<file path="src/rtl/brg_pkg.sv">
// Shared constants and types for the parametrised baud-rate generator.
// Optional fractional divisor is enabled by defining BRG_FRAC_EN.
package brg_pkg;

  localparam logic [1:0] ADDR_DB_LO = 2'b10;
  localparam logic [1:0] ADDR_DB_HI = 2'b11;

  localparam int FRAC_W = 4;

  typedef enum logic {
    UNCFG = 1'b0,
    RUN   = 1'b1
  } brg_state_e;

  typedef struct packed {
    logic wr_lo;
    logic commit;
    logic resync;
  } brg_ctl_t;

endpackage

</file>
<file path="src/rtl/brg_phase_ctr.sv">
// OSR-modulo bit-phase down counter with load and decrement enable.
// Flags the bit boundary (phase 0) and the mid-bit sample point (OSR/2).
module brg_phase_ctr #(
  parameter int OSR = 16
) (
  input  logic clk,
  input  logic rst_n,
  input  logic load,
  input  logic dec,
  output logic at_zero,
  output logic at_mid
);

  localparam int PH_W = $clog2(OSR);
  localparam logic [PH_W-1:0] PH_TOP = PH_W'(OSR - 1);
  localparam logic [PH_W-1:0] PH_MID = PH_W'(OSR / 2);

  logic [PH_W-1:0] phase_q;

  // OSR is a power of two, so plain underflow wraps 0 to OSR-1
  always_ff @(posedge clk) begin
    if (!rst_n) begin
      phase_q <= PH_TOP;
    end else if (load) begin
      phase_q <= PH_TOP;
    end else if (dec) begin
      phase_q <= phase_q - 1'b1;
    end
  end

  assign at_zero = (phase_q == '0);
  assign at_mid  = (phase_q == PH_MID);

endmodule

</file>
<file path="src/rtl/brg_param.sv">
// Parametrised UART baud-rate generator: oversample tick, tx bit enable,
// rx mid-bit enable. Define BRG_FRAC_EN to add the div_frac fraction input.
module brg_param
  import brg_pkg::*;
#(
  parameter int DIV_W = 16,
  parameter int OSR   = 16
) (
  input  logic              clk,
  input  logic              rst_n,
  input  logic              en,
  input  logic              iowr,
  input  logic [1:0]        ioaddr,
  input  logic [7:0]        data,
`ifdef BRG_FRAC_EN
  input  logic [FRAC_W-1:0] div_frac,
`endif
  input  logic              rx_resync,
  output logic              os_tick,
  output logic              baud_trmt_en,
  output logic              baud_receive_en,
  output logic              cfg_valid
);

`ifdef BRG_FRAC_EN
  localparam int CNT_W = DIV_W + 1;
`else
  localparam int CNT_W = DIV_W;
`endif

  brg_state_e       state_q;
  brg_state_e       state_d;
  brg_ctl_t         ctl;
  logic [7:0]       shadow_q;
  logic [DIV_W-1:0] div_q;
  logic [DIV_W-1:0] div_new;
  logic [CNT_W-1:0] cnt_q;
  logic [CNT_W-1:0] reload;
  logic             run;
  logic             ph_zero;
  logic             ph_mid;
  logic             ph_load;
  logic             ph_dec;

  assign run = (state_q == RUN);

  always_comb begin
    ctl        = '0;
    ctl.wr_lo  = iowr && (ioaddr == ADDR_DB_LO);
    ctl.commit = iowr && (ioaddr == ADDR_DB_HI);
    ctl.resync = run && rx_resync;
  end

  assign div_new = {data[DIV_W-9:0], shadow_q};

  always_comb begin
    state_d = state_q;
    if (ctl.commit) begin
      state_d = RUN;
    end
  end

  always_ff @(posedge clk) begin
    if (!rst_n) begin
      state_q <= UNCFG;
    end else begin
      state_q <= state_d;
    end
  end

  always_ff @(posedge clk) begin
    if (!rst_n) begin
      shadow_q <= '0;
      div_q    <= '0;
    end else begin
      if (ctl.wr_lo) begin
        shadow_q <= data;
      end
      if (ctl.commit) begin
        div_q <= div_new;
      end
    end
  end

`ifdef BRG_FRAC_EN
  logic [FRAC_W-1:0] frac_q;
  logic [FRAC_W-1:0] acc_q;
  logic [FRAC_W:0]   acc_sum;

  // carry out of the fraction accumulator stretches this period by one
  assign acc_sum = {1'b0, acc_q} + {1'b0, frac_q};
  assign reload  = {1'b0, div_q} + CNT_W'(acc_sum[FRAC_W]);

  always_ff @(posedge clk) begin
    if (!rst_n) begin
      frac_q <= '0;
      acc_q  <= '0;
    end else if (ctl.commit) begin
      frac_q <= div_frac;
      acc_q  <= '0;
    end else if (ctl.resync) begin
      acc_q  <= '0;
    end else if (os_tick) begin
      acc_q  <= acc_sum[FRAC_W-1:0];
    end
  end
`else
  assign reload = div_q;
`endif

  always_ff @(posedge clk) begin
    if (!rst_n) begin
      cnt_q <= '1;
    end else if (ctl.commit) begin
      cnt_q <= CNT_W'(div_new);
    end else if (ctl.resync) begin
      cnt_q <= CNT_W'(div_q);
    end else if (run && en) begin
      cnt_q <= (cnt_q == '0) ? reload : cnt_q - 1'b1;
    end
  end

  assign ph_load = ctl.commit || ctl.resync;
  assign ph_dec  = os_tick && !ph_load;

  brg_phase_ctr #(
    .OSR(OSR)
  ) u_phase (
    .clk    (clk),
    .rst_n  (rst_n),
    .load   (ph_load),
    .dec    (ph_dec),
    .at_zero(ph_zero),
    .at_mid (ph_mid)
  );

  assign os_tick         = run && en && (cnt_q == '0);
  assign baud_trmt_en    = os_tick && ph_zero;
  assign baud_receive_en = os_tick && ph_mid;
  assign cfg_valid       = run;

endmodule

</file>
<file path="config.mk">
export PLATFORM = sky130hd
export DESIGN_NAME = brg_param
export DESIGN_NICKNAME = d
export VERILOG_FILES = /design/src/rtl/brg_pkg.sv /design/src/rtl/brg_phase_ctr.sv /design/src/rtl/brg_param.sv
export SDC_FILE = /design/constraint.sdc
export NUM_CORES = 1
export LEC_CHECK = 0
export ABC_AREA = 1
export CORE_AREA = 2 2 73 75
export DETAILED_ROUTE_END_ITERATION = 8
export DIE_AREA = 0 0 75 77
export PLACE_DENSITY = 0.77
export SLEW_MARGIN = 20
export SYNTH_ARGS = -nofsm -noshare
export SYNTH_HDL_FRONTEND = slang
export SYNTH_SLANG_ARGS = --single-unit
</file>
<file path="constraint.sdc">
create_clock -name clk -period 1.3 [get_ports clk]
set_input_delay 0.195 -clock clk [delete_from_list [all_inputs] [get_ports clk]]
set_output_delay 0.195 -clock clk [all_outputs]
set_load 0.02 [all_outputs]
</file>
# Word-level counts from Yosys, hierarchy flattened
# Index checks and enable logic that the tools add are counted.
[classes]
add_sub_neg = 2
eq_ne = 3
n_mux = 4
bitwise_logic = 1
n_reduce_logical = 14
[op_table]
columns = ["operator", "n"]
rows = [
  ["2-to-1 mux 16 bit", 4],
  ["zero test 16 bit", 1],
  ["subtractor 16 x 1 -> 16 bit, second input constant", 1],
  ["logical AND 1 bit", 8],
  ["== test 2 bit, second input constant", 2],
  ["== test 4 bit, second input constant", 1],
  ["zero test 4 bit", 1],
  ["subtractor 4 x 1 -> 4 bit, second input constant", 1],
  ["nonzero test 3 bit", 1],
  ["OR reduction 2 bit", 1],
  ["zero test 1 bit", 1],
  ["logical OR 1 bit", 1],
  ["NOT 1 bit", 1],
]
[word_totals]
register_bits = 45
in_bits = 15
output_inout_bits = 4
word_cells = 29

# Depth between registers and ports, before layout
# Gate-level depths: netlist (run 1).
[logic_depth]
ltp_word = 5
mapped_depth = 11

# Modules after synthesis
# A second synthesis (run 1) with hierarchy kept.
[hier_totals]
hier_cells = 401
area_unflattened_um2 = 2572.5
[modules_own_cells]
columns = ["module", "instances", "cells_per_inst", "area_each_um2"]
rows = [
  ["brg_param", 1, 371, 2374.8],
  ["brg_phase_ctr", 1, 30, 197.7],
]

# Least setup slack after synthesis (run 1)
# OpenSTA, ideal clock, no wires.
[synth_timing]
path_kind = "register to output"
from = "reg cnt_q[0]"
to = "out baud_receive_en"
arrival_time_ns = 1.719
t_required_ns = 1.105
path_slack_ns = -0.614
stages_incl_launch_ff = 9
path_buffers = 0
cell_sequence = "dfxtp_1 inv_1 ha_1 nand2_1 nor2_2 nand2_4 nor2_4 inv_2 nor4_1"
[synth_between]
elab_chain_len = 3
[synth_rtl]
columns = ["element", "line_no", "text"]
rows = [
  ["start, declared", "brg_param.sv:37", "logic [CNT_W-1:0] cnt_q;"],
  ["start signal, assigned", "brg_param.sv:115", "cnt_q <= CNT_W'(div_new);"],
  ["start signal, assigned", "brg_param.sv:117", "cnt_q <= CNT_W'(div_q);"],
  ["start signal, assigned", "brg_param.sv:119", "cnt_q <= (cnt_q == '0) ? reload : cnt_q - 1'b1;"],
  ["zero test 16 bit", "brg_param.sv:137", "assign os_tick = run && en && (cnt_q == '0);"],
  ["logical AND 1 bit", "brg_param.sv:137", ""],
  ["net os_tick", "brg_param.sv:19", "output logic os_tick,"],
  ["logical AND 1 bit", "brg_param.sv:139", "assign baud_receive_en = os_tick && ph_mid;"],
  ["end, declared", "brg_param.sv:21", "output logic baud_receive_en,"],
]
# The timed path passes the listed nets, and every way through them passes these cells.

# Final worst setup path (run 1)
[layout_timing]
from = "reg cnt_q[6]"
to = "out baud_trmt_en"
[layout_between]
elab_chain_len = 3
[layout_rtl]
columns = ["element", "line_no", "text"]
rows = [
  ["zero test 16 bit", "brg_param.sv:137", ""],
  ["logical AND 1 bit", "brg_param.sv:137", ""],
  ["logical AND 1 bit", "brg_param.sv:138", "assign baud_trmt_en = os_tick && ph_zero;"],
  ["end, declared", "brg_param.sv:20", "output logic baud_trmt_en,"],
]
# Every way passes these cells.

==> impl_metrics.csv, run 1 <==
group,metric,value,unit
sta,finalMaxSlewViolations,0,
die,initial_core_util,50.1,%
min_path,hold_class,"input port to flip-flop",
finish,num-fill-cells,352,
drt,wl_met1,3220,µm
finish,final_common_cell,"nand2_1",
setup_path,path_class,"flip-flop to output port",
clock_tree,cts_tree,"done",
global_route,grt_antenna_before_repair,0,
yosys,synth-seq-area-share,36.1,%
drt,drt-total-wl,8040,µm
setup_path,critPathMaxFanout,2,
power_and_ir_drop,p_switching,0.879,mW
power_and_ir_drop,p_leak,1.86,nW
drt,first_pass_iters,5,
setup_path,reg2regPathDepth,10,
finish,fin_nets,504,
finish,antennaDiodeCount,0,
die,ioPinCount,19,
sta,final-setup-viol-count,23,
drt,vias,2891,
setup_path,critPathRequiredTime,1110,ps
sta,period_minus_slack,1780,ps
setup_path,endpoint_kind,"output port",
drt,wl_met3,467,µm
yosys,syn_inst,393,
place,dp_cells,538,
sta,relSlewSlack,83.5,%
power_and_ir_drop,switching_share,26.9,%
yosys,synth_fp_nets,412,
power_and_ir_drop,comb_power_share,20.7,%
flow_run,max_cap_violations,0,
yosys,yosys_warnings,0,
sta,hold_ws,450,ps
yosys,synth_top_cell_area_share,36.1,%
sta,finClkSkew,7.02,ps
run_status,outcome,"complete, but fails checks",
place,gp_congestion,0.874,
drt,drtIter0Drc,172,
setup_path,cp.arrival,1580,ps
place,dpl.hpwl,5090,µm
clock_tree,cts.sinks,45,
finish,layout_common_cells,"nand2_1, buf_4, inv_1",
die,dieWidth,75,µm
drt,route.detailed.drc,0,
drt,viasPerCell,5.20,
drt,wl_per_cell,14.5,µm
sta,fin_ws,-477,ps
global_route,grt_max_degree,18,
sta,worst_pin_slew,244,ps
drt,met2WireLength,4180,µm
place,place_area,3310,µm²
power_and_ir_drop,vdd_ir_drop_max,0.627,mV
finish,fin_cells,556,
finish,design_area,3760,µm²
yosys,synth_seq_cells,45,
clock_tree,clockBufferDepth,2,
power_and_ir_drop,p_seq_share,45.7,%
global_route,grt-ovfl-total,0,
clock_tree,postCtsHoldBufs,0,
power_and_ir_drop,p_int,2.39,mW
finish,multi_input_area,1540,µm²
clock_tree,clockRootBuffer,"clkbuf_8",
place,portBuffers,18,
yosys,synth_area_leaders,"dfxtp_1, nand2_1, inv_1",
yosys,synthDistinctLibCells,32,
clock_tree,h-tree-depth,2,
clock_tree,clk_pin_slew,80,ps
drt,highest_layer,"met4",
sta,finalHoldViolations,0,
clock_tree,clock_latency,300,ps
clock_tree,cts_made_buffers,5,
sta,fmax,0.563,GHz
global_route,grt_pass1_wl,12300,µm
die,coreArea,4980,µm²
min_path,hold_depth,4,
global_route,track_usage,27.5,%
drt,postRouteAntennaNets,0,
global_route,grt_pass1_vias,2750,
place,dp_slack,-604,ps
yosys,synth_area,2490,µm²
finish,seqCellArea,908,µm²
power_and_ir_drop,clkPwrFrac,33.5,%
die,fp.dieH,77,µm
power_and_ir_drop,power_density,871,nW/µm²
setup_path,critPathLaunchType,"flip-flop",
run_status,violations,"setup timing",
die,rows,26,
finish,layout-drive-gt1-share,30.7,%
sta,rsz0062_at_grt,"true",
die,dieArea,5780,µm²
yosys,yosys.area.top_type,"dfxtp_1",
finish,syn2layout_area_growth,50.7,%
sta,fin_crit_sh,137,%
yosys,syn_area_per_cell,6.35,µm²
-- per-stage QoR --
| stage | TNS, ps | total power, mW | utilization [%] |
|---|---|---|---|
| 5_1_grt | -6570 | 3.40 | 75.5 |
| 3_5_place_dp | -11120 | 2.09 | 66.6 |
| 4_1_cts | -6050 | 3.21 | 72.9 |
| 2_1_floorplan | -541 | 1.80 | - |
| 6_report | -4880 | 3.27 | 75.5 |
| 3_3_place_gp | -9990 | 2.07 | 66.6 |
-- layout make-up --
class / instances / area share (%)
inverter: 66 / 7.06
tap: 70 / 2.33
clock inverter: 1 / 0.799
multi-input combinational: 273 / 40.9
clock buffer: 7 / 2.30
sequential: 45 / 24.2
timing repair buffer: 94 / 22.5
-- repair_timing --
| action | 4_1_cts | 5_1_grt |
|---|---|---|
| gates cloned | 0 | 1 |
| buffers inserted | 8 | 5 |
| pin swaps | 22 | 13 |
| gates resized for setup | 61 | 32 |
| setup endpoints to repair | 22 | 35 |
| hold endpoints to repair | 0 | 0 |
-- kinds of logic after synthesis --
logic type / synth area share, %
flops: 36.1
compound gates: 11.3
simple gates: 37.6
xor+xnor: 1.05
buf+inv: 11.9
fa+ha+maj: 2.01
-- Yosys cell counts (all sizes together) --
cell	n
o21a	2
nor2	58
ha	4
clkbuf	3
o21bai	3
nand4	3
nor4	2
o22ai	1
xnor2	1
dfxtp	45
nor3	1
buf	6
nand2	106
a21oi	10
o21ai	34
clkinv	1
inv	65
and2	1
o211ai	2
xor2	2
nand3	43
-- worst paths after layout --
check | start | end | slack (ps)
setup / recovery | cnt_q[6] | baud_trmt_en | -480
hold / removal | ioaddr[0] | shadow_q[4] | 450
setup reg to reg | cnt_q[6] | cnt_q[7] | -280
hold reg to reg | div_q[3] | div_q[3] | 460
-- worst max-delay path, cell delays in order, from the launching register on --
cell	delay [ps]
dfxtp_1	360
nor2_4	140
nand2_2	100
nor2_4	140
nand2_4	70
nor2_4	100
inv_2	70
nor4_4	120
buf_4	180
-- power by group through the flow --
stage,Sequential (mW),Combinational (mW),Clock (mW)
2_1_floorplan,1.52,0.283,0
3_3_place_gp,1.51,0.565,0
3_5_place_dp,1.51,0.579,0
4_1_cts,1.48,0.624,1.10
5_1_grt,1.50,0.734,1.17
6_report,1.50,0.679,1.10
-- routing by layer --
metal,vias to the layer above,global-route usage (%)
li1,1421,-
met5,-,0
met4,0,7.68
met3,19,4.99
met2,113,46.8
met1,1338,34.7
-- sequential cells by signal, indices dropped and copies added, names as in the netlist --
signal           cells
cnt_q               16
div_q               16
shadow_q             8
u_phase.phase_q      4
cfg_valid            1
Note: power is estimated with default switching activity, not from simulation.
==> run 2: changes to the inputs <==
- CORE_AREA: 2 2 73 75 -> 2 2 71 73
- CTS_BUF_LIST: unset -> sky130_fd_sc_hd__clkbuf_2
- DIE_AREA: 0 0 75 77 -> 0 0 73 75
- PLACE_DENSITY: 0.77 -> 0.8
==> impl_metrics.csv, run 2 (synthesis results as in run 1) <==
group,metric,value,unit
power_and_ir_drop,power_density,751,nW/µm²
drt,drt-total-wl,8220,µm
die,initial_core_util,53.5,%
drt,first_pass_iters,6,
drt,postRouteAntennaNets,0,
setup_path,critPathLaunchType,"flip-flop",
die,dieArea,5480,µm²
place,dp_slack,-602,ps
clock_tree,postCtsHoldBufs,0,
power_and_ir_drop,comb_power_share,25.4,%
global_route,grt-ovfl-total,0,
drt,route.detailed.drc,0,
setup_path,crit_chain,"inv_2 > ha_4 > nand2_4 > nor2_4 > nand2_4 > nor2_4 > inv_2 > nor4_4 > buf_4",
finish,fin_cells,544,
finish,layout-drive-gt1-share,35.1,%
place,gp_congestion,0.910,
power_and_ir_drop,p_seq_share,53.0,%
drt,viasPerCell,5.56,
sta,worst_pin_slew,304,ps
drt,wl_per_cell,15.1,µm
flow_run,max_cap_violations,0,
drt,vias,3026,
sta,fmax,0.503,GHz
min_path,hold_class,"input port to flip-flop",
clock_tree,clockRootBuffer,"clkbuf_2",
global_route,grt_max_degree,23,
finish,seqCellArea,910,µm²
sta,fin_ws,-687,ps
sta,finClkSkew,38.5,ps
clock_tree,cts_made_buffers,5,
sta,finalHoldViolations,0,
die,dieWidth,73,µm
die,fp.dieH,75,µm
die,coreArea,4660,µm²
clock_tree,cts.sinks,45,
finish,layout_common_cells,"nand2_1, buf_4, inv_1",
sta,hold_ws,286,ps
clock_tree,h-tree-depth,2,
finish,final_core_util,80.7,%
run_status,violations,"setup timing",
place,dpl.hpwl,5100,µm
setup_path,path_class,"flip-flop to output port",
setup_path,critical_path.max_stage_delay,390,ps
die,rows,25,
power_and_ir_drop,p_leak,1.91,nW
global_route,track_usage,28.8,%
sta,fin_crit_sh,153,%
setup_path,cp.arrival,1790,ps
sta,final-setup-viol-count,23,
setup_path,critPathRequiredTime,1110,ps
die,ioPinCount,19,
place,dp_cells,526,
setup_path,endpoint_kind,"output port",
power_and_ir_drop,power,2.82,mW
run_status,outcome,"complete, but fails checks",
global_route,grt_pass1_vias,2739,
drt,drtIter0Drc,296,
finish,syn2layout_area_growth,50.8,%
clock_tree,cts_tree,"done",
finish,reg_top3,"cnt_q (16), div_q (16), shadow_q (8)",
finish,final_common_cell,"nand2_1",
power_and_ir_drop,p_int,1.91,mW
setup_path,critPathMaxFanout,2,
sta,period_minus_slack,1990,ps
power_and_ir_drop,switching_share,32.3,%
finish,num-fill-cells,264,
finish,multi_input_area,1620,µm²
power_and_ir_drop,clkPwrFrac,21.7,%
finish,fin_nets,509,
place,portBuffers,18,
clock_tree,clock_latency,480,ps
sta,rsz0062_at_grt,"true",
clock_tree,clockBufferDepth,2,
power_and_ir_drop,p_switching,0.913,mW
global_route,grt_pass1_wl,12100,µm
global_route,grt_antenna_before_repair,0,
sta,finalMaxSlewViolations,0,
setup_path,slowest_stage,"dfxtp_2",
finish,antennaDiodeCount,0,
power_and_ir_drop,vdd_ir_drop_max,0.600,mV
clock_tree,clk_pin_slew,260,ps
sta,relSlewSlack,79.5,%
## run 2: final timing paths
check | startpoint | endpoint | slack [ps] | depth (start not counted)
worst min-delay path | ioaddr[0] | shadow_q[3] | 290 | 4
worst max-delay path | cnt_q[0] | baud_trmt_en | -690 | 9
worst min register to register | div_q[3] | div_q[3] | 490 | 2
worst max register to register | cnt_q[0] | cnt_q[7] | -470 | 14
## run 2: cell type report
type | instances | share of cell area (%)
timing repair buffer | 99 | 23.4
multi-input combinational | 273 | 42.9
clock buffer | 6 | 0.798
clock inverter | 1 | 0.0998
sequential | 45 | 24.2
inverter | 66 | 6.78
tap | 54 | 1.80
## run 2: critical path, delay by kind of cell (launching register included)
| family | cells | cell delay [ps] |
|---|---|---|
| flops | 1 | 390 |
| fa+ha+maj | 1 | 150 |
| buf+inv | 3 | 310 |
| simple gates | 5 | 470 |
## run 2: metrics by stage
stage | TNS (ps) | cell area [µm²]
after floorplan | -541 | 2550
after global placement | -10950 | 3320
after detailed placement | -13070 | 3320
after CTS | -5520 | 3540
after global routing | -10390 | 3760
final | -8880 | 3760
## run 2: repair_timing
action                                  CTS  global route
resized for setup                        61            53
buffers inserted                          8             5
endpoints found under the setup margin   24            28
pin swaps                                 8            15
## run 2: routing by layer
metal	wire, µm	share of wire (%)	GRT usage, %
met1	3210	39	34.1
met2	4000	49	51.4
met3	659	8.0	5.62
met4	355	4.3	11.5
met5	0	0	0
## run 2: power groups by stage
stage	Sequential, mW	Clock (mW)	Combinational [mW]
2_1_floorplan	1.52	0	0.283
3_3_place_gp	1.51	0	0.572
3_5_place_dp	1.51	0	0.590
4_1_cts	1.49	0.595	0.620
5_1_grt	1.50	0.652	0.772
6_report	1.50	0.613	0.716
==> run 3: changes to the inputs <==
- ABC_CLOCK_PERIOD_IN_PS: unset -> 1300
- GPL_TIMING_DRIVEN: unset -> 1
==> results of run 3 <==
Final layout, timing and power as in run 2 (identical DEF).
